**config.mk**
```make
export PLATFORM = sky130hd
export DESIGN_NAME = ahb_decoder_mux
export DESIGN_NICKNAME = d
export VERILOG_FILES = /design/src/rtl/ahb_pkg.sv /design/src/rtl/ahb_resp_mux.sv /design/src/rtl/ahb_decoder_mux.sv
export SDC_FILE = /design/constraint.sdc
export NUM_CORES = 1
export LEC_CHECK = 0
export ABC_AREA = 1
export CORE_MARGIN = 4
export CORE_UTILIZATION = 25
export CTS_BUF_LIST = sky130_fd_sc_hd__clkbuf_4 sky130_fd_sc_hd__clkbuf_8 sky130_fd_sc_hd__clkbuf_16
export DETAILED_ROUTE_END_ITERATION = 7
export PLACE_DENSITY = 0.84
export SLEW_MARGIN = 10
export SYNTH_ARGS = -nofsm -noshare
export SYNTH_HDL_FRONTEND = slang
export SYNTH_HIERARCHICAL = 1
export SYNTH_SLANG_ARGS = --single-unit
```
**constraint.sdc**
```tcl
create_clock -name HCLK -period 1.4 [get_ports HCLK]
set_input_delay 0.42 -clock HCLK [delete_from_list [all_inputs] [get_ports HCLK]]
set_output_delay 0.42 -clock HCLK [all_outputs]
set_load 0.005 [all_outputs]
```
**src/rtl/ahb_pkg.sv**
```systemverilog
// Shared AHB-Lite encodings for the decoder/mux slice.
package ahb_pkg;

  typedef enum logic [1:0] {
    HTRANS_IDLE   = 2'b00,
    HTRANS_BUSY   = 2'b01,
    HTRANS_NONSEQ = 2'b10,
    HTRANS_SEQ    = 2'b11
  } htrans_e;

  typedef enum logic [1:0] {
    HRESP_OKAY  = 2'b00,
    HRESP_ERROR = 2'b01
  } hresp_e;

  function automatic logic is_transfer(input logic [1:0] trans);
    return (htrans_e'(trans) == HTRANS_NONSEQ) || (htrans_e'(trans) == HTRANS_SEQ);
  endfunction

endpackage

```
**src/rtl/ahb_resp_mux.sv**
```systemverilog
// One-hot response mux; an all-zero select means no data phase is in flight.
module ahb_resp_mux
  import ahb_pkg::*;
#(
  parameter int unsigned NUM_SLAVES = 4,
  parameter int unsigned DATA_WIDTH = 32
) (
  input  logic [NUM_SLAVES:0]              sel,
  input  logic [NUM_SLAVES*DATA_WIDTH-1:0] rdata_s,
  input  logic [NUM_SLAVES*2-1:0]          resp_s,
  input  logic [NUM_SLAVES-1:0]            readyout_s,
  input  logic [DATA_WIDTH-1:0]            rdata_def,
  input  logic [1:0]                       resp_def,
  input  logic                             readyout_def,
  output logic [DATA_WIDTH-1:0]            rdata,
  output logic [1:0]                       resp,
  output logic                             ready
);

  // AND-OR form relies on sel being one-hot or zero.
  always_comb begin
    rdata = '0;
    resp  = HRESP_OKAY;
    ready = ~|sel;
    for (int unsigned i = 0; i < NUM_SLAVES; i++) begin
      if (sel[i]) begin
        rdata = rdata | rdata_s[i*DATA_WIDTH +: DATA_WIDTH];
        resp  = resp | resp_s[i*2 +: 2];
        ready = ready | readyout_s[i];
      end
    end
    if (sel[NUM_SLAVES]) begin
      rdata = rdata | rdata_def;
      resp  = resp | resp_def;
      ready = ready | readyout_def;
    end
  end

endmodule

```
**src/rtl/ahb_decoder_mux.sv**
```systemverilog
// AHB-Lite address decoder, data-phase owner tracking, response routing
// and a saturating decode-error counter.
module ahb_decoder_mux
  import ahb_pkg::*;
#(
  parameter int unsigned ADDR_WIDTH = 32,
  parameter int unsigned DATA_WIDTH = 32,
  parameter int unsigned NUM_SLAVES = 4,
  parameter int unsigned SEL_BITS   = 4,
  parameter int unsigned CNT_WIDTH  = 8
) (
  input  logic                             HCLK,
  input  logic                             HRESETn,
  input  logic [ADDR_WIDTH-1:0]            HADDR,
  input  logic [1:0]                       HTRANS,
  output logic                             HREADY,
  output logic [NUM_SLAVES-1:0]            HSEL_S,
  output logic                             HSEL_DEF,
  input  logic [NUM_SLAVES*DATA_WIDTH-1:0] HRDATA_S,
  input  logic [NUM_SLAVES*2-1:0]          HRESP_S,
  input  logic [NUM_SLAVES-1:0]            HREADYOUT_S,
  input  logic [DATA_WIDTH-1:0]            HRDATA_DEF,
  input  logic [1:0]                       HRESP_DEF,
  input  logic                             HREADYOUT_DEF,
  output logic [DATA_WIDTH-1:0]            HRDATA,
  output logic [1:0]                       HRESP,
  output logic [CNT_WIDTH-1:0]             dec_err_count
);

  logic [SEL_BITS-1:0]   region;
  logic [NUM_SLAVES:0]   dp_sel;
  logic                  active;
  logic                  unused_addr;

  assign region      = HADDR[ADDR_WIDTH-1 -: SEL_BITS];
  assign active      = is_transfer(HTRANS);
  assign unused_addr = ^HADDR[ADDR_WIDTH-SEL_BITS-1:0];

  always_comb begin
    HSEL_S = '0;
    for (int unsigned i = 0; i < NUM_SLAVES; i++) begin
      if (region == SEL_BITS'(i)) HSEL_S[i] = 1'b1;
    end
    HSEL_DEF = ~|HSEL_S;
  end

  // Ownership only advances when the current data phase completes.
  always_ff @(posedge HCLK or negedge HRESETn) begin
    if (!HRESETn) begin
      dp_sel <= '0;
    end else if (HREADY) begin
      dp_sel <= active ? {HSEL_DEF, HSEL_S} : '0;
    end
  end

  always_ff @(posedge HCLK or negedge HRESETn) begin
    if (!HRESETn) begin
      dec_err_count <= '0;
    end else if (HREADY && active && HSEL_DEF && (dec_err_count != '1)) begin
      dec_err_count <= dec_err_count + 1'b1;
    end
  end

  ahb_resp_mux #(
    .NUM_SLAVES (NUM_SLAVES),
    .DATA_WIDTH (DATA_WIDTH)
  ) u_resp_mux (
    .sel          (dp_sel),
    .rdata_s      (HRDATA_S),
    .resp_s       (HRESP_S),
    .readyout_s   (HREADYOUT_S),
    .rdata_def    (HRDATA_DEF),
    .resp_def     (HRESP_DEF),
    .readyout_def (HREADYOUT_DEF),
    .rdata        (HRDATA),
    .resp         (HRESP),
    .ready        (HREADY)
  );

endmodule

```
==> flow_summary.yaml <==
final_layout:
  antenna_cells: 0
  seq_area_um2: 327.8
  multi_input_area_mm2: 0.001730
  mostFrequentLayoutCells: "nand2_1 (200), clkdlybuf4s50_1 (172), inv_1 (41)"
  nets: 878
  drive_above_1_share: 0.2962
  final_common_cell: "nand2_1"
  fillers: 724
  area_delta_synth_final_pct: 135.3
clocking:
  clk_path_buf_depth: 2
  root_buffer: "clkbuf_8"
  cts_buffers: 3
  path_clk_slew_ns: 0.06
  htree_levels: 1
  cts_sinks: 13
  cts_tree: "yes"
  clk_latency_ns: 0.25
sta:
  fmax_mhz: 552.8
  worst_slew_pin_slew_ns: 0.2668
  fin_ws_ns: -0.4090
  final-hold-violation-count: 0
  final.min_clock_period_ns: 1.809
  slew_headroom: 0.8215
  finalSetupViolations: 52
  rsz0062_at_grt: "yes"
  min_period_over_period: 1.292
  final_max_slew_viol_count: 0
  clock_skew_ns: 0.003822
pwr:
  cellLeakagePower_nw: 2.404
  p_total_w: 0.004066
  irDropWorstVdd_mv: 0.9214
  power.density_mw_per_mm2: 785.5
run:
  max_cap_violations: 0
placed_design:
  place_congestion: 0.8648
  dp_hpwl_um: 9404
  portBuffers: 229
  pre_cts_slack_ns: -0.7330
outcome:
  violations: "setup timing"
  outcome: "finished, violations left"
synthesis:
  synth_flop_cell: "dfrtp_1"
  synthTopCellsByArea: "nand2_1 (40%), dfrtp_1 (15%), nand4_2 (11%), inv_1 (9.4%), buf_6 (4.6%)"
  syn_area_mm2: 0.002200
  ys_types: 24
  netlist.area_leader.share: 0.4010
  syn_nets: 609
  synth_edf_count: 0
  ys_warn_count: 6
  syn_area_per_cell_um2: 5.541
  ys_seq_elements: 13
  syn_inst: 397
  synth_async_sr_flop_share: 1.000
  synth_seq_area_share: 0.1479
  synth_largest_area_cell: "nand2_1"
worst_setup_path:
  start_kind: "flop"
  r2r_cells: 11
  critPathRequiredTime_ns: 0.98
  path_class: "flop to output pin"
  crit_path_end_kind: "output pin"
  r2r_start: "dp_sel[0]$_DFFE_PN0P_"
  critPathMaxFanout: 6
  rrSetupSlack_ns: -0.26
  r2r_end: "dec_err_count[7]$_DFFE_PN0P_"
  arrival_ns: 1.39
worst_hold_path:
  hp-class: "input port to asynchronous set/reset pin"
die:
  rows: 33
  die_area_mm2: 0.01036
  start_util: 0.2624
  die_h_um: 101.8
  pin_count: 259
  die_w_um: 101.8
  core_area_mm2: 0.008382
route:
  drc: 0
  routedWlPerCell_um: 16.11
  drt.antenna.violating_nets: 0
  initialDrtViolationCount: 98
  vias: 3560
  vias_per_cell: 4.623
  routed_wl_um: 12410
  dr.pass1.iters: 4
global_routing:
  grt_remaining_overflow: 0
  grt_first_pass_wirelength_um: 18370
  grt_pass1_vias: 3692
  grt_usage: 0.2250
  antenna_found_initial: 0
  grt_max_degree: 20
[what timing repair did]
| item | 4_1_cts | 5_1_grt |
|---|---|---|
| resized for setup | 242 | 53 |
| setup buffers | 27 | 8 |
| hold buffers | 0 | 0 |
| setup endpoints to repair | 61 | 53 |
| pin swaps | 23 | 9 |
| cloned | 1 | 0 |
[worst max-delay path: stages, from the launching register on]
cell and delay, ns:
dfrtp_2 0.45, buf_4 0.16, buf_12 0.14, nand2_4 0.05
nand2_1 0.05, inv_1 0.05, nand4_1 0.09, buf_2 0.15
[power by group]
part	switching [W]	internal (W)
clock	0.000145	0.000221
sequential	0.0000729	0.000463
combinational	0.00147	0.00170
[cells in the mapped netlist, types with 2 or more instances]
library cell	instances
o22ai_1	5
nand3_1	11
clkbuf_4	2
inv_1	55
nand4_2	19
buf_4	8
nand2_2	2
o21ai_1	2
nor2_2	2
dfrtp_1	13
nand2_1	235
nand4_1	16
buf_6	9
xnor2_1	3
nor2_1	5
nand2_4	2
[area by class of cell]
cell class | instances | share of cell area
well taps | 105 | 0.02538
multi-input cells | 307 | 0.3343
flip-flops and latches | 13 | 0.06333
inverters | 56 | 0.04158
repair buffers | 285 | 0.5260
clock buffers | 4 | 0.009427
[layer usage]
layer	track usage	up-vias	share of wire
met5	0	-	0
met4	0.07055	0	0.028
met3	0.03719	32	0.087
met2	0.4542	170	0.54
met1	0.2311	1606	0.34
li1	-	1752	-
[cell families after synthesis]
logic type                 Yosys count  share of synthesized area
xor gates and xnor gates             3                    0.01195
AOI/OAI and AO/OA                    9                    0.02446
and+or+nand+nor                    294                     0.6240
DFF                                 13                     0.1479
buffers and inverters               77                     0.1860
adders and majority gates            1                   0.005687
[per-stage QoR]
| stage | std cells | util | setup TNS (ns) | hold slack (ns) | instance area, um2 |
|---|---|---|---|---|---|
| 6_report | 770 | 0.6176 | -13.30 | 0.4777 | 5176 |
| 5_1_grt | 770 | 0.6176 | -16.38 | 0.4983 | 5176 |
| 3_5_place_dp | 740 | 0.5702 | -31.54 | 0.5058 | 4780 |
| 4_1_cts | 770 | 0.6087 | -15.15 | 0.4781 | 5102 |
| 2_1_floorplan | 397 | - | -0.09805 | 0.1244 | 2227 |
| 3_3_place_gp | 740 | 0.5702 | -30.76 | 0.5189 | 4780 |
[registers in the layout, indices dropped and copies added, names as in the netlist]
| name | flops |
|---|---|
| dec_err_count | 8 |
| dp_sel | 5 |
[how the worst max path moves through the flow]
stage / startpoint / slack [ns] / cells past startpoint / endpoint
after floorplan: dp_sel[1]$_DFFE_PN0P_ / -0.02 / 10 / dec_err_count[2]$_DFFE_PN0P_
after global placement: HADDR[31] / -0.71 / 5 / HSEL_S[2]
after detailed placement: HADDR[31] / -0.73 / 5 / HSEL_S[0]
after CTS: dp_sel[0]$_DFFE_PN0P_ / -0.42 / 7 / HRDATA[14]
after global routing: dp_sel[0]$_DFFE_PN0P_ / -0.45 / 7 / HRDATA[16]
final: dp_sel[0]$_DFFE_PN0P_ / -0.41 / 7 / HRDATA[27]
(Power assumes the default switching activity.)
